===== config.mk =====
export PLATFORM = sky130hd
export DESIGN_NAME = sti_rx_flat
export DESIGN_NICKNAME = d
export VERILOG_FILES = /design/src/rtl/sti_rx_if.sv /design/src/rtl/sti_rx.sv /design/src/flat_wrapper.sv
export SDC_FILE = /design/constraint.sdc
export NUM_CORES = 1
export LEC_CHECK = 0
export BUFFER_PORTS_ARGS = -buffer_cell sky130_fd_sc_hd__buf_2
export CAP_MARGIN = 20
export CORE_MARGIN = 2
export CORE_UTILIZATION = 50
export DETAILED_ROUTE_END_ITERATION = 10
export GPL_ROUTABILITY_DRIVEN = 0
export GPL_TIMING_DRIVEN = 1
export PLACE_DENSITY = 0.66
export SYNTH_ARGS = -nofsm -noshare
export SYNTH_HDL_FRONTEND = slang
export SYNTH_SLANG_ARGS = --single-unit
export TNS_END_PERCENT = 10

===== constraint.sdc =====
create_clock -name clk -period 10.9 [get_ports clk]
set_input_delay 1.09 -clock clk [delete_from_list [all_inputs] [get_ports clk]]
set_output_delay 1.09 -clock clk [all_outputs]
set_load 0.005 [all_outputs]

===== src/rtl/sti_rx_if.sv =====
// Serial input, configuration and parallel output bundle for sti_rx.
// The master side drives serial bits/config and po_ready; the slave side (sti_rx) returns the word.
interface sti_rx_if;
  logic        si_data;
  logic        si_valid;
  logic [1:0]  cfg_length;
  logic        cfg_msb;
  logic        cfg_low;
  logic        cfg_fill;
  logic        po_ready;
  logic [15:0] po_data;
  logic        po_valid;
  logic        po_err;
  logic [7:0]  frame_cnt;

  modport master (
    output si_data, si_valid, cfg_length, cfg_msb, cfg_low, cfg_fill, po_ready,
    input  po_data, po_valid, po_err, frame_cnt
  );

  modport slave (
    input  si_data, si_valid, cfg_length, cfg_msb, cfg_low, cfg_fill, po_ready,
    output po_data, po_valid, po_err, frame_cnt
  );
endinterface


===== src/rtl/sti_rx.sv =====
// Deserialises 8/16/24/32-bit serial frames into a 16-bit word, valid one cycle after the last bit.
// Single-entry output: a frame finishing while the held word is unconsumed is dropped and sets po_err.
module sti_rx (
  input  logic    clk,
  input  logic    reset,
  sti_rx_if.slave bus
);

  typedef enum logic [1:0] {
    IDLE = 2'd0,
    RECV = 2'd1
  } state_e;

  state_e      state_q, state_d;
  logic [4:0]  cnt_q, cnt_d;
  logic [31:0] frm_q, frm_d;
  logic [1:0]  len_q, len_d;
  logic        msb_q, msb_d;
  logic        low_q, low_d;
  logic        fill_q, fill_d;
  logic [15:0] po_data_q, po_data_d;
  logic        po_valid_q, po_valid_d;
  logic        po_err_q, po_err_d;
  logic [7:0]  frame_cnt_q, frame_cnt_d;

  logic        done;
  logic        abort;
  logic        pad_err;
  logic [15:0] word;

  // Frame always occupies frm[31:32-N]; LSB-first frames start at the bottom of that window.
  function automatic logic [4:0] bit_pos(input logic [4:0] k, input logic [1:0] len, input logic msb);
    if (msb) return 5'd31 - k;
    return 5'd24 - {len, 3'b000} + k;
  endfunction

  always_comb begin
    state_d = state_q;
    cnt_d   = cnt_q;
    frm_d   = frm_q;
    len_d   = len_q;
    msb_d   = msb_q;
    low_d   = low_q;
    fill_d  = fill_q;
    done    = 1'b0;
    abort   = 1'b0;
    case (state_q)
      IDLE: begin
        if (bus.si_valid) begin
          len_d  = bus.cfg_length;
          msb_d  = bus.cfg_msb;
          low_d  = bus.cfg_low;
          fill_d = bus.cfg_fill;
          frm_d  = '0;
          frm_d[bit_pos(5'd0, bus.cfg_length, bus.cfg_msb)] = bus.si_data;
          cnt_d   = 5'd1;
          state_d = RECV;
        end
      end
      RECV: begin
        if (bus.si_valid) begin
          frm_d[bit_pos(cnt_q, len_q, msb_q)] = bus.si_data;
          if (cnt_q == {len_q, 3'b111}) begin
            done    = 1'b1;
            cnt_d   = '0;
            state_d = IDLE;
          end else begin
            cnt_d = cnt_q + 5'd1;
          end
        end else begin
          abort   = 1'b1;
          cnt_d   = '0;
          state_d = IDLE;
        end
      end
      default: begin
        cnt_d   = '0;
        state_d = IDLE;
      end
    endcase
  end

  // Extraction looks at frm_d so the word can be registered on the same edge as the last bit.
  always_comb begin
    word    = '0;
    pad_err = 1'b0;
    case (len_q)
      2'd0: word = low_q ? {frm_d[31:24], 8'h00} : {8'h00, frm_d[31:24]};
      2'd1: word = frm_d[31:16];
      2'd2: begin
        word    = fill_q ? frm_d[31:16] : frm_d[23:8];
        pad_err = fill_q ? |frm_d[15:8] : |frm_d[31:24];
      end
      default: begin
        word    = fill_q ? frm_d[31:16] : frm_d[15:0];
        pad_err = fill_q ? |frm_d[15:0] : |frm_d[31:16];
      end
    endcase
  end

  always_comb begin
    po_data_d   = po_data_q;
    po_valid_d  = po_valid_q;
    po_err_d    = po_err_q;
    frame_cnt_d = frame_cnt_q;
    if (po_valid_q && bus.po_ready) po_valid_d = 1'b0;
    if (abort) po_err_d = 1'b1;
    if (done) begin
      frame_cnt_d = frame_cnt_q + 8'd1;
      if (pad_err) po_err_d = 1'b1;
      if (po_valid_q && !bus.po_ready) begin
        po_err_d = 1'b1;
      end else begin
        po_data_d  = word;
        po_valid_d = 1'b1;
      end
    end
  end

  always_ff @(posedge clk or negedge reset) begin
    if (!reset) begin
      state_q     <= IDLE;
      cnt_q       <= '0;
      frm_q       <= '0;
      len_q       <= '0;
      msb_q       <= 1'b0;
      low_q       <= 1'b0;
      fill_q      <= 1'b0;
      po_data_q   <= '0;
      po_valid_q  <= 1'b0;
      po_err_q    <= 1'b0;
      frame_cnt_q <= '0;
    end else begin
      state_q     <= state_d;
      cnt_q       <= cnt_d;
      frm_q       <= frm_d;
      len_q       <= len_d;
      msb_q       <= msb_d;
      low_q       <= low_d;
      fill_q      <= fill_d;
      po_data_q   <= po_data_d;
      po_valid_q  <= po_valid_d;
      po_err_q    <= po_err_d;
      frame_cnt_q <= frame_cnt_d;
    end
  end

  assign bus.po_data   = po_data_q;
  assign bus.po_valid  = po_valid_q;
  assign bus.po_err    = po_err_q;
  assign bus.frame_cnt = frame_cnt_q;

endmodule


===== src/flat_wrapper.sv =====
// flat-port wrapper written by rule: the top's interface ports become plain ports
module sti_rx_flat 
  (clk, reset, bus_si_data, bus_si_valid, bus_cfg_length, bus_cfg_msb, bus_cfg_low, bus_cfg_fill, bus_po_ready, bus_po_data, bus_po_valid, bus_po_err, bus_frame_cnt);
  sti_rx_if bus_i ();
  input  logic clk;
  input  logic reset;
  input wire logic [$bits(bus_i.si_data)-1:0] bus_si_data;
  input wire logic [$bits(bus_i.si_valid)-1:0] bus_si_valid;
  input wire logic [$bits(bus_i.cfg_length)-1:0] bus_cfg_length;
  input wire logic [$bits(bus_i.cfg_msb)-1:0] bus_cfg_msb;
  input wire logic [$bits(bus_i.cfg_low)-1:0] bus_cfg_low;
  input wire logic [$bits(bus_i.cfg_fill)-1:0] bus_cfg_fill;
  input wire logic [$bits(bus_i.po_ready)-1:0] bus_po_ready;
  output wire logic [$bits(bus_i.po_data)-1:0] bus_po_data;
  output wire logic [$bits(bus_i.po_valid)-1:0] bus_po_valid;
  output wire logic [$bits(bus_i.po_err)-1:0] bus_po_err;
  output wire logic [$bits(bus_i.frame_cnt)-1:0] bus_frame_cnt;
  assign bus_i.si_data = bus_si_data;
  assign bus_i.si_valid = bus_si_valid;
  assign bus_i.cfg_length = bus_cfg_length;
  assign bus_i.cfg_msb = bus_cfg_msb;
  assign bus_i.cfg_low = bus_cfg_low;
  assign bus_i.cfg_fill = bus_cfg_fill;
  assign bus_i.po_ready = bus_po_ready;
  assign bus_po_data = bus_i.po_data;
  assign bus_po_valid = bus_i.po_valid;
  assign bus_po_err = bus_i.po_err;
  assign bus_frame_cnt = bus_i.frame_cnt;
  sti_rx u_core (.clk(clk), .reset(reset), .bus(bus_i));
endmodule

==> summary.md, run 1 <==
| Metric | Value |
|---|---|
| Synth warn | 0 |
| Reg2Reg Setup Slack | 6030 ps |
| Largest cells by area after synthesis | dfrtp_1, nand2_1, o211ai_1, a21oi_1, o21ai_0 |
| Largest net degree at the start of global routing | 70 |
| Post-Syn Area | 0.004425 sq mm |
| Min cycle time layout | 4866 ps |
| Maximum vdd drop | 0.07765 mV |
| All-layer global routing usage | 28.00% |
| Mapped Cells | 512 |
| GRT overflow | 0 |
| Total die area | 0.009620 sq mm |
| #FFs+latches synth | 69 |
| Core Box Area | 0.008636 sq mm |
| Layout area overhead | 8.849% |
| Critical Path End Type | register |
| Req. time, crit path | 11140 ps |
| Clock Latency Late Sink | 350 ps |
| DRC | 0 |
| Crit path DAT | 5100 ps |
| Via count | 4218 |
| IO buf count | 35 |
| CTS resizes | 0 |
| Mapped Avg Cell Area | 8.644 sq um |
| Worst Clk Skew | 6.965 ps |
| DRT iter0 DRCs | 492 |
| Cts hold-fix bufs | 0 |
| Sequential cell area | 0.001727 sq mm |
| Routed Antenna Nets | 0 |
| Layout cells sized above 1 | 14.37% |
| Setup bufs post-CTS | 0 |
| Floorplan die height | 98.08 um |
| RSZ-0062 raised after global routing | false |
| Syn nets | 530 |
| FMAX | 205.5 MHz |
| Starting Density | 51.25% |
| Post-synth ARST share | 100.0% |
| Synth cell count leaders | dfrtp_1, nand2_1, nor2_1, a21oi_1, o21ai_0 |
| CTS Buf Count | 9 |
| Final hold viol count | 0 |
| Hold Slack | 475.1 ps |
| Synth area leader | dfrtp_1 |
| Startpoint Class | register |
| Drt total wl | 12.97 mm |
| Area of the multi-input gates | 0.002505 sq mm |
| Clock transition at path regs | 80 ps |
| Clock buffer depth | 2 |
| First-pass GRT wire length | 21.62 mm |
| Fin. max-slew vios | 0 |
| Fin crit share | 44.64% |
| Rel. slew slack | 29.56% |
| Final setup fails | 0 |
| Outcome | finished clean |
| Max Fanout on Critical Path | 24 |
| Die Wd | 98.08 um |
| Post-synth cell types | 70 |
| WS Path Type | register to register |
| Sequential area share after synthesis | 39.02% |
| Post-synth EDFFs | 0 |
| Number of top-level pins | 36 |
| DR WL/cell | 20.14 um |
| Total power | 0.7030 mW |
| Vias in the first global route | 4077 |
| Power Dens Cells | 145.9 mW/mm^2 |
| DR pass1 iterations | 6 |
| MaxCap Viol Count | 0 |
| Post-synth top area share | 39.02% |
| N_diodes | 0 |
| Initial antenna violation count | 0 |
| H-tree Lvls | 3 |
| Sink Count | 69 |
| Static Leak | 2.118 nW |
| Main synth FF type | dfrtp_1 |
| # nets final | 549 |
| Root Buffer | clkbuf_8 |
| CTS tree | yes |
| Tightest Pin Transition | 1049 ps |
| Fillers | 810 |
| Site row count | 34 |
| Detailed Place HPWL | 8.972 mm |
| Worst Hold Class | register to register |
| Drt via density | 6.550 |
| Top-count cell post-synth | dfrtp_1 |
| Setup_tns | 0 ps |
==> worst paths after layout <==
kind                                                startpoint                             endpoint  cells after the start
setup / recovery                   u_core.len_q[0]$_DFFE_PN0P_          u_core.bus.po_err$_DFF_PN0_                     12
hold / removal             u_core.bus.frame_cnt[7]$_DFFE_PN0P_  u_core.bus.frame_cnt[7]$_DFFE_PN0P_                      1
setup reg to reg                   u_core.len_q[0]$_DFFE_PN0P_          u_core.bus.po_err$_DFF_PN0_                     12
hold reg to reg            u_core.bus.frame_cnt[7]$_DFFE_PN0P_  u_core.bus.frame_cnt[7]$_DFFE_PN0P_                      1
max in group asynchronous                                reset           u_core.frm_q[22]$_DFF_PN0_                      2
min in group asynchronous                                reset          u_core.cnt_q[4]$_DFFE_PN0P_                      2
==> layout make-up <==
| type | instances | share of cell area (%) |
|---|---|---|
| Tap cell | 108 | 2.805 |
| Clock buffer | 11 | 2.935 |
| Clock inverter | 5 | 0.7532 |
| Multi-Input combinational cell | 394 | 52.00 |
| Inverter | 18 | 1.403 |
| Timing Repair Buffer | 39 | 4.260 |
| Sequential cell | 69 | 35.84 |
==> kinds of logic after synthesis <==
logic type / share of synthesized area, %
AO/OA/AOI/OAI: 26.97
multiplexers: 3.365
XOR/XNOR: 2.488
adder cells (fa/ha/maj): 2.262
buffers and inverters: 4.382
AND/OR/NAND/NOR: 21.52
flip-flops: 39.02
==> worst max-delay path, cell delays in order (launching register included) <==
cell	delay, ps
dfrtp_1	910
ha_1	280
inv_1	50
ha_1	310
or3b_4	410
a211o_1	310
a21oi_1	780
nor2_1	280
o311a_1	410
a221o_1	300
nor4b_1	340
nand4_1	140
a22o_1	230
==> per-layer routing <==
layer	track usage [%]	up-vias	wire [um]
li1	-	1964	-
met1	40.71	2000	5781
met2	42.20	216	5793
met3	4.295	38	1022
met4	11.00	0	374
met5	0	-	0
==> cells in the final DEF, fill, tap and decap left out, types with 11 or more instances in the layout <==
| master | netlist | final |
|---|---|---|
| o211ai_1 | 23 | 23 |
| nor2_1 | 37 | 37 |
| inv_1 | 16 | 16 |
| o21ai_0 | 30 | 30 |
| nand2_1 | 66 | 66 |
| dfrtp_1 | 69 | 69 |
| buf_2 | 2 | 35 |
| nor3_1 | 12 | 12 |
| nand3_1 | 22 | 22 |
| nand4_1 | 11 | 11 |
| a21oi_1 | 30 | 30 |
==> metrics by stage <==
step                instance area [sq um]  cells  utilization, %  setup slack (ps)
detailed placement                   4639    628           53.72              6111
global route                         4817    644           55.78              5697
CTS                                  4817    644           55.78              6071
finish                               4817    644           55.78              6034
floorplan                            4425    512               -              7278
global placement                     4639    628           53.72              6176
==> registers in the layout (all words and copies together), names as in the netlist <==
register,flops
u_core.bus.frame_cnt,8
u_core.bus.po_data,16
u_core.bus.po_err,1
u_core.bus.po_valid,1
u_core.cnt_q,5
u_core.fill_q,1
u_core.frm_q,32
u_core.len_q,2
u_core.low_q,1
u_core.msb_q,1
u_core.state_q,1
==> power breakdown <==
part / leakage (nW) / internal [mW] / switching [mW]
registers: 0.927 / 0.273 / 0.0243
clock network: 0.0815 / 0.0888 / 0.103
logic: 1.11 / 0.0690 / 0.144
(Power assumes the default switching activity.)
==> inputs of run 2 (changes only) <==
==> constraint.sdc (replaced) <==
create_clock -name clk -period 5.1 [get_ports clk]
set_input_delay 0.51 -clock clk [delete_from_list [all_inputs] [get_ports clk]]
set_output_delay 0.51 -clock clk [all_outputs]
set_load 0.005 [all_outputs]
==> summary.md, run 2 (same netlist as run 1, synthesis figures left out) <==
| Metric | Value |
|---|---|
| Outcome | finished clean |
| Worst Hold Class | primary input to asynchronous set/reset pin |
| WS Path Type | register to register |
| Detailed Place HPWL | 9.155 mm (+2.0%) |
| Max Fanout on Critical Path | 12 (-50%) |
| Hold Slack | 349.1 ps (-126.0 ps) |
| N_diodes | 0 (unchanged) |
| Maximum vdd drop | 0.1534 mV (+98%) |
| GRT overflow | 0 (unchanged) |
| Drt via density | 6.580 (+0.46%) |
| Core Box Area | 0.008636 sq mm (unchanged) |
| Layout area overhead | 9.330% |
| Routed Antenna Nets | 0 (unchanged) |
| Clock Latency Late Sink | 360 ps (about the same) |
| CTS Buf Count | 9 (unchanged) |
| Sink Count | 69 (unchanged) |
| Vias in the first global route | 3959 (-2.9%) |
| Site row count | 34 (unchanged) |
| Largest net degree at the start of global routing | 70 (unchanged) |
| CP Cell Sequence | inv_1, ha_1, inv_1, ha_1, or3b_4, a211o_1, a21oi_1, o211ai_1, a221oi_1, inv_1, nor4_1, nand4_1, a22o_1 |
| All-layer global routing usage | 28.20% (+0.20 points) |
| Floorplan die height | 98.08 um (unchanged) |
| Worst Clk Skew | 8.282 ps (+1.317 ps) |
| DR WL/cell | 20.31 um (+0.85%) |
| Tightest Pin Transition | 979.6 ps (-68.93 ps) |
| Min cycle time layout | 4460 ps (-405.4 ps) |
| Layout cells sized above 1 | 15.03% (+0.66 points) |
| R2R depth | 13 (+1) |
| MaxCap Viol Count | 0 (unchanged) |
| H-tree Lvls | 3 (unchanged) |
| RSZ-0062 raised after global routing | false |
| Static Leak | 2.139 nW (+1.0%) |
| # nets final | 552 (+0.55%) |
| Rel. slew slack | 34.45% (+4.9 points) |
| Max reg flops | 32 (unchanged) |
| Reg-to-Reg Start | u_core.cnt_q[3]$_DFFE_PN0P_ |
| Startpoint Class | register |
| Drt total wl | 13.14 mm (+1.3%) |
| CP max-delay cell | a21oi_1 |
| FMAX | 224.2 MHz (+9.1%) |
| Register with the most flip-flops | u_core.frm_q |
| Root Buffer | clkbuf_8 |
| Via count | 4257 (+0.92%) |
| Buf/Inv on CP | 3 (+2) |
| Crit path largest cell delay | 750 ps (-160 ps) |
| DRT iter0 DRCs | 464 (-5.7%) |
| Clock buffer depth | 2 (unchanged) |
| Setup_tns | 0 ps (unchanged) |
| Reg2Reg Setup Slack | 640 ps (-5390 ps) |
| DRC | 0 (unchanged) |
| Starting Density | 51.25% (unchanged) |
| Most frequent cells in the layout | dfrtp_1, nand2_1, nor2_1, buf_2 |
| Fin. max-slew vios | 0 (unchanged) |
| Cts hold-fix bufs | 0 (unchanged) |
| Power Dens Cells | 314.1 mW/mm^2 (+120%) |
| CTS resizes | 0 (unchanged) |
| Clock transition at path regs | 80 ps (about the same) |
| First-pass GRT wire length | 21.54 mm (-0.35%) |
| R2R Path End | u_core.bus.po_err$_DFF_PN0_ |
| Req. time, crit path | 5350 ps (-5790 ps) |
| Final hold viol count | 0 (unchanged) |
| IO buf count | 35 (unchanged) |
| Critical Path End Type | register |
| Number of top-level pins | 36 (unchanged) |
| Largest delay share family, worst path | compound AO/OA/AOI/OAI gates |
| Initial antenna violation count | 0 (unchanged) |
| Setup bufs post-CTS | 0 (unchanged) |
| CTS tree | yes |
| Final setup fails | 0 (unchanged) |
| Crit path DAT | 4710 ps (-390 ps) |
| Place WS | 785.3 ps (-5326 ps) |
| Most common cell after layout, fill and taps aside | dfrtp_1 |
| Total power | 1.520 mW (+120%) |
| Final WS setup | 639.9 ps (-5395 ps) |
| DR pass1 iterations | 5 (-1) |
| Crit-path most repeated cell | inv_1 |
| Die Wd | 98.08 um (unchanged) |
| Total die area | 0.009620 sq mm (unchanged) |
| Fin crit share | 87.45% (+43 points) |
## run 2: cell count changes in the layout (fill, tap and decap cells not counted), sizes merged
cell,delta
clkbuf,-1
buf,+3
clkinv,+2
clkinvlp,-1
## run 2: worst reg2reg max path, cell delays in order, from the launching register on
cell and delay [ps]:
dfrtp_1 450, inv_1 70, ha_1 290, inv_1 50, ha_1 310, or3b_4 420
a211o_1 290, a21oi_1 750, o211ai_1 180, a221oi_1 560, inv_1 120, nor4_1 460
nand4_1 160, a22o_1 230
## run 2: report_power, final
group / total, mW / leakage (nW) / internal, mW / switching (mW)
clock network: 0.419 / 0.0880 / 0.188 / 0.231
registers: 0.627 / 0.927 / 0.585 / 0.0421
logic: 0.474 / 1.12 / 0.151 / 0.323
## run 2: worst max-delay path by stage
stage / from / end / slack, ps / cells after the start
6_report: u_core.cnt_q[3]$_DFFE_PN0P_ / u_core.bus.po_err$_DFF_PN0_ / 640 / 13
5_1_grt: u_core.cnt_q[3]$_DFFE_PN0P_ / u_core.bus.po_data[5]$_DFFE_PN0P_ / 360 / 13
4_1_cts: u_core.cnt_q[3]$_DFFE_PN0P_ / u_core.bus.po_err$_DFF_PN0_ / 730 / 13
3_5_place_dp: u_core.cnt_q[3]$_DFFE_PN0P_ / u_core.bus.po_err$_DFF_PN0_ / 790 / 13
3_3_place_gp: u_core.cnt_q[3]$_DFFE_PN0P_ / u_core.bus.po_err$_DFF_PN0_ / 860 / 13
2_1_floorplan: u_core.cnt_q[3]$_DFFE_PN0P_ / u_core.bus.po_err$_DFF_PN0_ / 1480 / 13
## run 2: through the flow
| stage | cells | util [%] | area [sq um] |
|---|---|---|---|
| final | 647 | 56.03 | 4838 |
| after global routing | 647 | 56.03 | 4838 |
| after CTS | 647 | 56.03 | 4838 |
| after detailed placement | 631 | 53.98 | 4662 |
| after global placement | 631 | 53.98 | 4662 |
| after floorplan | 512 | - | 4425 |
## run 2: cell type report
type | instances | area, sq um
timing repair buffer | 42 | 227.7
fill | 800 | 3797
tap | 108 | 135.1
inverter | 18 | 67.56
multi-input combinational | 394 | 2505
clock inverter | 6 | 38.79
clock buffer | 10 | 137.6
sequential | 69 | 1727
## run 2: routing by layer
metal | part of all wire [%] | routed length, um | global-route usage [%]
met1 | 44 | 5837 | 41.26
met2 | 46 | 6002 | 43.31
met3 | 7.5 | 991 | 4.223
met4 | 2.4 | 311 | 8.974
met5 | 0 | 0 | 0
==> inputs of run 3 (changes only) <==
--- a/config.mk
+++ b/config.mk
@@ -12,7 +12,7 @@
 export DETAILED_ROUTE_END_ITERATION = 10
 export GPL_ROUTABILITY_DRIVEN = 0
 export GPL_TIMING_DRIVEN = 1
-export PLACE_DENSITY = 0.66
+export PLACE_DENSITY = 0.68
 export SYNTH_ARGS = -nofsm -noshare
 export SYNTH_HDL_FRONTEND = slang
 export SYNTH_SLANG_ARGS = --single-unit
==> summary.md, run 3 (same netlist as run 1, synthesis figures left out) <==
| Metric | Value |
|---|---|
| Outcome | finished clean |
| Clock Latency Late Sink | 370 ps (about the same) |
| RSZ-0062 raised after global routing | false |
| Dpl cells | 631 (unchanged) |
| MaxCap Viol Count | 0 (unchanged) |
| CTS resizes | 0 (unchanged) |
| P_int | 0.9773 mW (+5.8%) |
| DRT iter0 DRCs | 407 (-12%) |
| Critical Path End Type | register |
| Cts hold-fix bufs | 0 (unchanged) |
| Starting Density | 51.25% (unchanged) |
| Worst Hold Class | primary input to asynchronous set/reset pin |
| Static Leak | 2.146 nW (+0.33%) |
| IO buf count | 35 (unchanged) |
| Sink Count | 69 (unchanged) |
| Number of top-level pins | 36 (unchanged) |
| Clock power frac | 30.4% (+2.8 points) |
| CTS tree | yes |
| WS Path Type | register to register |
| Largest net degree at the start of global routing | 70 (unchanged) |
| Detailed Place HPWL | 9.247 mm (+1.0%) |
| N_diodes | 0 (unchanged) |
| Sequential cell area | 0.001727 sq mm (unchanged) |
| Fillers | 800 (unchanged) |
| Tightest Pin Transition | 966.0 ps (-13.64 ps) |
| Setup_tns | 0 ps (unchanged) |
| Clock buffer depth | 2 (unchanged) |
| Place WS | 742.3 ps (-42.99 ps) |
| # nets final | 552 (unchanged) |
| Register with the most flip-flops | u_core.frm_q |
| First-pass GRT wire length | 21.25 mm (-1.4%) |
| Maximum vdd drop | 0.1715 mV (+12%) |
| H-tree Lvls | 3 (unchanged) |
| Site row count | 34 (unchanged) |
| Routed Antenna Nets | 0 (unchanged) |
| Reg-to-Reg Start | u_core.cnt_q[3]$_DFFE_PN0P_ |
| Sequential power share | 39.7% (-1.5 points) |
| Req. time, crit path | 5350 ps (about the same) |
| Root Buffer | clkbuf_8 |
| Reg2Reg Setup Slack | 600 ps (-40 ps) |
| R2R depth | 13 (unchanged) |
| Layout cells sized above 1 | 15.03% (unchanged) |
| Startpoint Class | register |
| Final setup fails | 0 (unchanged) |
| Most frequent cells in the layout | dfrtp_1, nand2_1, nor2_1, buf_2 |
| Fin. max-slew vios | 0 (unchanged) |
| Layout area overhead | 10.04% |
| Most common cell after layout, fill and taps aside | dfrtp_1 |
| Total die area | 0.009620 sq mm (unchanged) |
| Die Wd | 98.08 um (unchanged) |
| Clock transition at path regs | 90 ps (about the same) |
| Max reg flops | 32 (unchanged) |
| Area of the multi-input gates | 0.002505 sq mm (unchanged) |
| Drt total wl | 13.19 mm (+0.35%) |
| DRC | 0 (unchanged) |
| Worst Clk Skew | 18.28 ps (+9.998 ps) |
| Vias in the first global route | 3996 (+0.93%) |
| Fin crit share | 88.25% (+0.79 points) |
| Drt via density | 6.589 (+0.14%) |
| Post-Layout Cell Count | 647 (unchanged) |
| FMAX | 222.2 MHz (-0.90%) |
| GRT overflow | 0 (unchanged) |
| Final WS setup | 599.5 ps (-40.43 ps) |
| Initial antenna violation count | 0 (unchanged) |
| Crit path from | u_core.cnt_q[3]$_DFFE_PN0P_ |
| Switching Share | 38.13% (-1.1 points) |
| DR WL/cell | 20.38 um (+0.35%) |
| Min cycle time layout | 4501 ps (+40.43 ps) |
| Via count | 4263 (+0.14%) |
| Finished Core Util | 56.39% (+0.36 points) |
| CTS Buf Count | 9 (unchanged) |
| Comb pwr share | 29.9% (-1.3 points) |
| Final hold viol count | 0 (unchanged) |
| Sw Pwr | 0.6023 mW (+1.1%) |
| DR pass1 iterations | 6 (+1) |
| Power Dens Cells | 324.4 mW/mm^2 (+3.3%) |
| Rel. slew slack | 35.47% (+1.0 points) |
| Max Fanout on Critical Path | 12 (unchanged) |
| Core Box Area | 0.008636 sq mm (unchanged) |
| All-layer global routing usage | 27.96% (-0.24 points) |
| Floorplan die height | 98.08 um (unchanged) |
| Setup bufs post-CTS | 0 (unchanged) |
| R2R Path End | u_core.bus.po_err$_DFF_PN0_ |
| Crit path DAT | 4750 ps (+40 ps) |
| Hold Slack | 313.1 ps (-35.97 ps) |
[run 3: how the worst max path moves through the flow]
stage          depth (start not counted)  slack, ps                     endpoint
2_1_floorplan                         13       1480  u_core.bus.po_err$_DFF_PN0_
3_3_place_gp                          13        930  u_core.bus.po_err$_DFF_PN0_
3_5_place_dp                          13        740  u_core.bus.po_err$_DFF_PN0_
4_1_cts                               13        720  u_core.bus.po_err$_DFF_PN0_
5_1_grt                               13        420  u_core.bus.po_err$_DFF_PN0_
6_report                              13        600  u_core.bus.po_err$_DFF_PN0_
[run 3: through the flow]
| stage | power [mW] | instance area (sq um) |
|---|---|---|
| after floorplan | 0.9562 | 4425 |
| after global placement | 1.088 | 4662 |
| after detailed placement | 1.092 | 4662 |
| after CTS | 1.567 | 4870 |
| after global routing | 1.652 | 4870 |
| final | 1.580 | 4870 |
[run 3: layer usage]
metal,global-route usage [%],vias to the layer above,part of all wire (%)
li1,-,1970,-
met1,38.70,2014,43
met2,43.62,243,45
met3,5.440,36,9.0
met4,10.79,0,2.7
met5,0,-,0
[run 3: layout make-up]
cell class | count | area share [%]
Clock inverter | 6 | 1.439
Timing Repair Buffer | 42 | 4.676
Clock buffer | 10 | 2.826
Sequential cell | 69 | 35.46
Tap cell | 108 | 2.775
Inverter | 18 | 1.387
Multi-Input combinational cell | 394 | 51.44
[run 3: power groups by stage]
stage / sequential, mW / clock (mW) / combinational [mW]
after floorplan: 0.616 / 0 / 0.340
final: 0.627 / 0.481 / 0.472
after detailed placement: 0.636 / 0 / 0.457
after global placement: 0.635 / 0 / 0.453
after CTS: 0.624 / 0.483 / 0.460
after global routing: 0.632 / 0.510 / 0.511
[run 3: worst max-delay path, cell delays in order (launching register included)]
cell and delay [ps]:
dfrtp_1 460, inv_1 70, ha_1 290, inv_1 40, ha_1 310, or3b_4 420, a211o_1 300, a21oi_1 730
o211ai_1 150, a221oi_1 580, inv_1 140, nor4_1 480, nand4_1 160, a22o_1 230
